### config.mk
export PLATFORM = sky130hd
export DESIGN_NAME = rr_arbiter_4
export DESIGN_NICKNAME = d
export VERILOG_FILES = /design/src/rtl/rr_arbiter_4.sv
export SDC_FILE = /design/constraint.sdc
export NUM_CORES = 1
export LEC_CHECK = 0
export CAP_MARGIN = 20
export CORE_UTILIZATION = 40
export CTS_CLUSTER_SIZE = 28
export DETAILED_ROUTE_END_ITERATION = 10
export PLACE_DENSITY = 0.65
export SETUP_SLACK_MARGIN = 0.4
export SYNTH_ARGS = -nofsm -noshare
export SYNTH_HDL_FRONTEND = slang
export SYNTH_SLANG_ARGS = --single-unit
### constraint.sdc
create_clock -name clk -period 2.3 [get_ports clk]
set_clock_uncertainty 0.2 [all_clocks]
set_input_delay 0.345 -clock clk [delete_from_list [all_inputs] [get_ports clk]]
set_output_delay 0.345 -clock clk [all_outputs]
set_load 0.005 [all_outputs]
### src/rtl/rr_arbiter_4.sv
`default_nettype none
// ============================================================================
// Module      : rr_arbiter_4
// Description : 4-requester round-robin arbiter with registered one-hot grant.
//               Define RR_ARB_TIMEOUT_EN to preempt owners after HOLD_MAX
//               cycles while another request is pending.
// Revision    : 1.0 - initial release
// ============================================================================
module rr_arbiter_4 #(
  parameter int HOLD_MAX = 8,
  parameter int CNT_W    = 8
) (
  input  logic       clk,
  input  logic       rst_n,
  input  logic       en,
  input  logic [3:0] req,
  output logic [3:0] gnt,
  output logic       gnt_valid,
  output logic       gnt_chg
);

  localparam logic [0:0]       C_ST_IDLE   = 1'b0;
  localparam logic [0:0]       C_ST_GRANT  = 1'b1;
  localparam logic [CNT_W-1:0] C_HOLD_LAST = CNT_W'(HOLD_MAX - 1);

  logic [0:0]       r_state;
  logic [3:0]       r_gnt;
  logic [1:0]       r_ptr;
  logic [CNT_W-1:0] r_hold_cnt;
  logic             r_chg;

  logic [0:0]       w_state_nxt;
  logic [3:0]       w_gnt_nxt;
  logic [1:0]       w_ptr_nxt;
  logic [CNT_W-1:0] w_hold_nxt;
  logic             w_win_any;
  logic [1:0]       w_win_idx;
  logic             w_own_req;
  logic             w_issue;

  // Scan from r_ptr upward with wrap; descending loop lets the lowest offset win.
  always_comb begin
    logic [1:0] v_idx;
    w_win_any = 1'b0;
    w_win_idx = r_ptr;
    for (int k = 3; k >= 0; k--) begin
      v_idx = r_ptr + 2'(k);
      if (req[v_idx]) begin
        w_win_any = 1'b1;
        w_win_idx = v_idx;
      end
    end
  end

  assign w_own_req = |(r_gnt & req);

  // State register
  always_ff @(posedge clk or negedge rst_n) begin
    if (!rst_n) begin
      r_state    <= C_ST_IDLE;
      r_gnt      <= 4'b0000;
      r_ptr      <= 2'd0;
      r_hold_cnt <= '0;
      r_chg      <= 1'b0;
    end else begin
      r_state    <= w_state_nxt;
      r_gnt      <= w_gnt_nxt;
      r_ptr      <= w_ptr_nxt;
      r_hold_cnt <= w_hold_nxt;
      r_chg      <= (w_gnt_nxt != r_gnt);
    end
  end

  // Next-state logic
  always_comb begin
    w_state_nxt = r_state;
    w_gnt_nxt   = r_gnt;
    w_ptr_nxt   = r_ptr;
    w_hold_nxt  = r_hold_cnt;
    w_issue     = 1'b0;
    case (r_state)
      C_ST_IDLE: begin
        w_issue = en && w_win_any;
      end
      C_ST_GRANT: begin
        if (r_hold_cnt != C_HOLD_LAST) begin
          w_hold_nxt = r_hold_cnt + CNT_W'(1);
        end
        if (!w_own_req) begin
          if (en && w_win_any) begin
            w_issue = 1'b1;
          end else begin
            w_state_nxt = C_ST_IDLE;
            w_gnt_nxt   = 4'b0000;
          end
        end else begin
`ifdef RR_ARB_TIMEOUT_EN
          // ptr already sits past the owner, so the scan reaches it last.
          if ((r_hold_cnt == C_HOLD_LAST) && en && (|(req & ~r_gnt))) begin
            w_issue = 1'b1;
          end
`else
          w_issue = 1'b0;
`endif
        end
      end
      default: begin
        w_state_nxt = C_ST_IDLE;
        w_gnt_nxt   = 4'b0000;
      end
    endcase
    if (w_issue) begin
      w_state_nxt = C_ST_GRANT;
      w_gnt_nxt   = 4'b0001 << w_win_idx;
      w_ptr_nxt   = w_win_idx + 2'd1;
      w_hold_nxt  = '0;
    end
  end

  // Output logic
  always_comb begin
    gnt       = r_gnt;
    gnt_valid = (r_state == C_ST_GRANT);
    gnt_chg   = r_chg;
  end

endmodule
`default_nettype wire

* Word level (Yosys, flattened, before mapping)
Index checks and enable logic that the tools add are counted.
** Word-level totals
- Register bits :: 8
- Output and inout port bits :: 6
- Input port bits :: 7
- Logic and storage cells :: 44
** Operators by class
- Shifts and indexed selects :: 1
- Eq/ne operators :: 1
- Reduce and logical (&&, ||, !) cells :: 2
- $lt $le $gt $ge :: 4
- Multiplexer cells :: 26
- Add/subtract/negate cells :: 4
- Bitwise logic cells :: 2
** Operator list (count)
- 2-to-1 mux 4 bit :: 4
- 2-to-1 mux 1 bit :: 13
- less-than comparator 2 x 3 -> 1 bit (second input constant) :: 4
- binary-select mux 1 bit (select 2 bit) :: 4
- 2-to-1 mux 2 bit :: 4
- adder 2 x 1 -> 2 bit (second input constant) :: 2
- adder 2 bit (second input constant) :: 2
- bitwise AND 4 bit :: 1
- != test 4 bit :: 1
- OR reduction 4 bit :: 1
- left shift 1 x 2 -> 4 bit (first input constant) :: 1
- one-hot mux 1 bit (2 select lines) :: 1
- logical AND 1 bit :: 1
- NOT 1 bit :: 1

* Logic depth before layout (Yosys ltp)
- Depth after elaboration :: 13
- Mapped depth :: 10
- Depth with buffers taken out :: 9

* Least setup slack after synthesis
Ideal clock, no wire load.
- Kind :: reg2reg
- Start point :: reg r_ptr[1]
- End point :: reg r_chg, in the netlist gnt_chg
- Required time :: 1.959 ns
- Library setup time :: 0.141 ns
- Cell stages (with the launch flop) :: 10
- Arrival time :: 2.056 ns
- Clock period less this slack :: 2.397 ns
- Buffers on the path :: 0
- Path slack :: -0.097 ns
- Cells stage by stage :: dfrtp_1 -> nor2b_1 -> o21ai_0 -> o21a_1 -> o21ai_0 -> ha_1 -> inv_1 -> or4_1 -> a221oi_2 -> o221ai_1
** Between the ends
- Longest elaborated chain between the ends :: 13
- Elaborated cells between the ends (all ways) :: 29
- Those cells by class :: 3 x add/sub; 1 x eq/ne; 1 x shift; 23 x mux; 1 x reduce/logical
** Ends and longest elaborated chain
- start: declaration :: line 28 : logic [1:0] r_ptr;
- start signal: assignment :: line 68 : r_ptr <= w_ptr_nxt;
- adder 2 bit :: line 47 : v_idx = r_ptr + 2'(k);
- binary-select mux 1 bit (select 2 bit) :: line 48 : if (req[v_idx]) begin
- 2-to-1 mux 1 bit (implied by the code) :: line 48
- 2-to-1 mux 1 bit (4 in series) :: line 48
- logical AND 1 bit :: line 83, 90
- 2-to-1 mux 1 bit / 2-to-1 mux 4 bit (equally long branches) :: line 90 : if (en && w_win_any) begin
- 2-to-1 mux 1 bit / 2-to-1 mux 4 bit (equally long branches) :: line 89 : if (!w_own_req) begin
- one-hot mux 1 bit (2 select lines) / 2-to-1 mux 4 bit (equally long branches) :: line 81 : case (r_state)
- 2-to-1 mux 4 bit * :: line 112 : if (w_issue) begin
- != test 4 bit * :: line 70 : r_chg <= (w_gnt_nxt != r_gnt);
- end signal: assignment :: line 70
- end: declaration :: line 30 : logic r_chg;
Mark *: on every way between the ends. The rest lies on a longest branch, timed or not. The select of a mux whose other input is x is not followed.
A chain may end at the register's enable or synchronous reset.

* Worst setup path after layout
Same ends and word-level chain as after synthesis.

==> results by group <==
Run status
  – Status: finished with violations
  – Violated checks: setup timing

GRT
  – Largest net degree at the start of global routing: 9
  – Initial antenna violation count: 0
  – Total grt overflow: 0
  – Vias in the first global route: around 500
  – First-pass GRT wire length: around 2.2 mm
  – GR Util All Layers: 0.2090

Critical path
  – Req. time, crit path: around 2.2 ns
  – Worst R2R Setup Slack: -0.01 ns
  – Crit path largest cell delay: about 0.42 ns
  – Slowest stage cell, crit path: dfrtp_1
  – CP Capture Type: register
  – Buf+Inv Stages, Crit Path: 1
  – Crit path top cell by count: o21ai_2
  – Delay-heaviest family, CP: compound AO/OA/AOI/OAI gates
  – WP data arrival: ~2.2 ns
  – CP max FO: 3
  – R2R depth: 9
  – WP depth: 9
  – Crit path kind: reg -> reg
  – CP Cell Sequence: nor2b_2 > o21ai_2 > o21a_1 > o21ai_2 > ha_2 > inv_2 > or4_4 > a221oi_2 > o221ai_1
  – Startpoint types: register

Synthesis
  – #FFs+latches synth: 8
  – Area contributors post-synth: dfrtp_1, a22o_1, ha_1
  – Cells after Synth: between 60 and 70
  – Top FF cell, synth: dfrtp_1
  – Syn nets: 74
  – Yosys warns: 0
  – Cell taking the most area after synthesis: dfrtp_1
  – Area of the mapped netlist: roughly 610 µm²
  – Register area share after synthesis: 0.3292
  – Number of synthesized flops with an enable pin: 0
  – Most frequent cells after synthesis: dfrtp_1, inv_1, a22o_1, nand2_1, ha_1
  – Most common cell in the netlist: dfrtp_1
  – Cell variety after synth: 25
  – Post-synthesis area per instance: approximately 9.7 µm²
  – Ys async rst share: 1.000
  – Top cell type's share of synthesized area: 0.3292

Clock network
  – Root buf cell: clkbuf_4
  – Clock Pin Slew Worst Setup and Hold Paths: about 0.060 ns
  – Clock tree sinks: 8
  – CTS tree: yes
  – CTS Buf Count: 3
  – H-tree Lvls: 1
  – Clock Path Buffers: 2
  – Later-pin clock latency in the skew report: ~0.26 ns

Placement
  – # port buffers: 12
  – GP Congestion: 0.7639
  – Placed insts: 107
  – Dpl hpwl: 1.145 mm

Power
  – Net Sw Power: approximately 0.43 mW
  – Sw Share: 0.3733
  – Total Power: 1.163 mW
  – Power Internal: 0.7288 mW
  – Lkg Pwr: 0.4377 nW
  – Pwr/cell area: around 1200 nW/µm²
  – Gate power share: 0.654
  – Peak VDD IR: between 0.7 and 0.8 mV
  – Reg power frac: 0.249
  – Clock power frac: 0.097

Layout
  – Net count, final: approximately 110
  – Area of the multi-input gates: about 420 µm²
  – N_diodes: 0
  – Non-filler cells, final: between 100 and 150
  – Area grow syn2layout: 62.76%
  – Final core occ: 0.7331
  – Filler cell count: a little over 100
  – Share of cells above drive strength 1: 0.4796
  – Sequential Area: 200.2 µm²

Timing
  – # setup viols final: 1
  – Slack of the critical path: -0.01024 ns
  – Fmax: 432.9 MHz
  – Worst Max-Slew Pin Slew: approximately 0.46 ns
  – Unrepaired setup endpoints after global routing: true
  – Final hold vios: 0
  – Setup TNS: -0.01024 ns
  – Final worst path period share: 1.004
  – Worst hold slack: about 0.17 ns
  – Period minus WS final: 2.310 ns
  – Final max-slew violation count: 0
  – Max-slew headroom: 0.6898

Drt
  – First DRT Iteration DRCs: 18
  – Via/cell ratio: 5.619
  – Final antenna-violating net count: 0
  – Metal2 WL: 816 µm
  – Top sig layer: met4
  – Drt pass-1 iters: 5
  – Met3 wire length: roughly 63 µm
  – Routed WL: 1.672 mm
  – # DRC: 0
  – Wire length per cell: 14.80 µm
  – Vias: approximately 640
  – DRT met1 WL: ~790 µm

Die
  – Core Region: roughly 1400 µm²
  – Core Rows: 13
  – Die height: 40.99 µm
  – Initial Util: 0.4504
  – Boundary Pins: 13
  – Chip width: 40.99 µm
  – Die ar.: ~1700 µm²

Job
  – Max_cap viols: 0

Worst hold path
  – Worst Hold Class: in -> async
==> metrics by stage <==
step | setup WS (ns) | area (µm²)
after global placement | -0.4790 | 875.8
after global routing | -0.1023 | 989.7
after floorplan | 0.08873 | 620.6
after CTS | 0.04840 | 923.4
final | -0.01024 | 989.7
after detailed placement | -0.5503 | 875.8
==> path summary, 6_finish.rpt <==
| kind | from | to |
|---|---|---|
| min in group clk | gnt[2] | gnt[2] |
| worst max register to register | r_ptr[1] | gnt_chg |
| worst min register to register | gnt[2] | gnt[2] |
| worst max-delay path | r_ptr[1] | gnt_chg |
| max in group asynchronous | rst_n | r_ptr[1] |
| worst min-delay path | rst_n | gnt[0] |
==> cell families after synthesis <==
family,Yosys count,share of synthesized area
buffers and inverters,10,0.09877
adders and majority gates,4,0.08231
and+or+nand+nor,13,0.1132
DFF,8,0.3292
AOI/OAI and AO/OA,26,0.3271
muxes,2,0.04938
==> routing by layer <==
metal | vias up | track usage
met4 | 0 | 0.02500
li1 | 311 | -
met3 | 2 | 0.08152
met5 | - | 0
met1 | 305 | 0.2525
met2 | 17 | 0.3555
==> registers in the layout (all words and copies together) (netlist names) <==
signal,flops
gnt,4
r_ptr,2
gnt_chg,1
gnt_valid,1
==> layout make-up <==
class	instances	area share
Tap cell	15	0.01896
Inverter	7	0.02655
Clock buffer	3	0.02276
Sequential cell	8	0.2023
Timing Repair Buffer	35	0.3085
Multi-Input combinational cell	45	0.4210
==> repair_timing <==
item,4_1_cts,5_1_grt
gates cloned,0,0
buffers inserted,2,1
pin swaps,5,2
gates resized for setup,12,16
hold buffers,0,0
setup endpoints to repair,7,7
==> power by group through the flow <==
stage / clock (mW) / combinational [mW] / sequential [mW]
after global routing: 0.121 / 0.821 / 0.298
after global placement: 0 / 0.622 / 0.278
after detailed placement: 0 / 0.628 / 0.279
after floorplan: 0 / 0.338 / 0.268
after CTS: 0.118 / 0.661 / 0.279
final: 0.113 / 0.760 / 0.289
==> cell usage in the layout (no fill, tap or decap), drive strengths merged, types with 3 or more instances in the layout <==
master         netlist  final
a21oi                3      3
a22o                 6      6
buf                  3     23
clkbuf               0      4
clkdlybuf4s50        0      8
dfrtp                8      8
ha                   4      4
inv                  7      7
nand2                6      6
o21ai                5      5
Note: power is estimated with default switching activity, not from simulation.
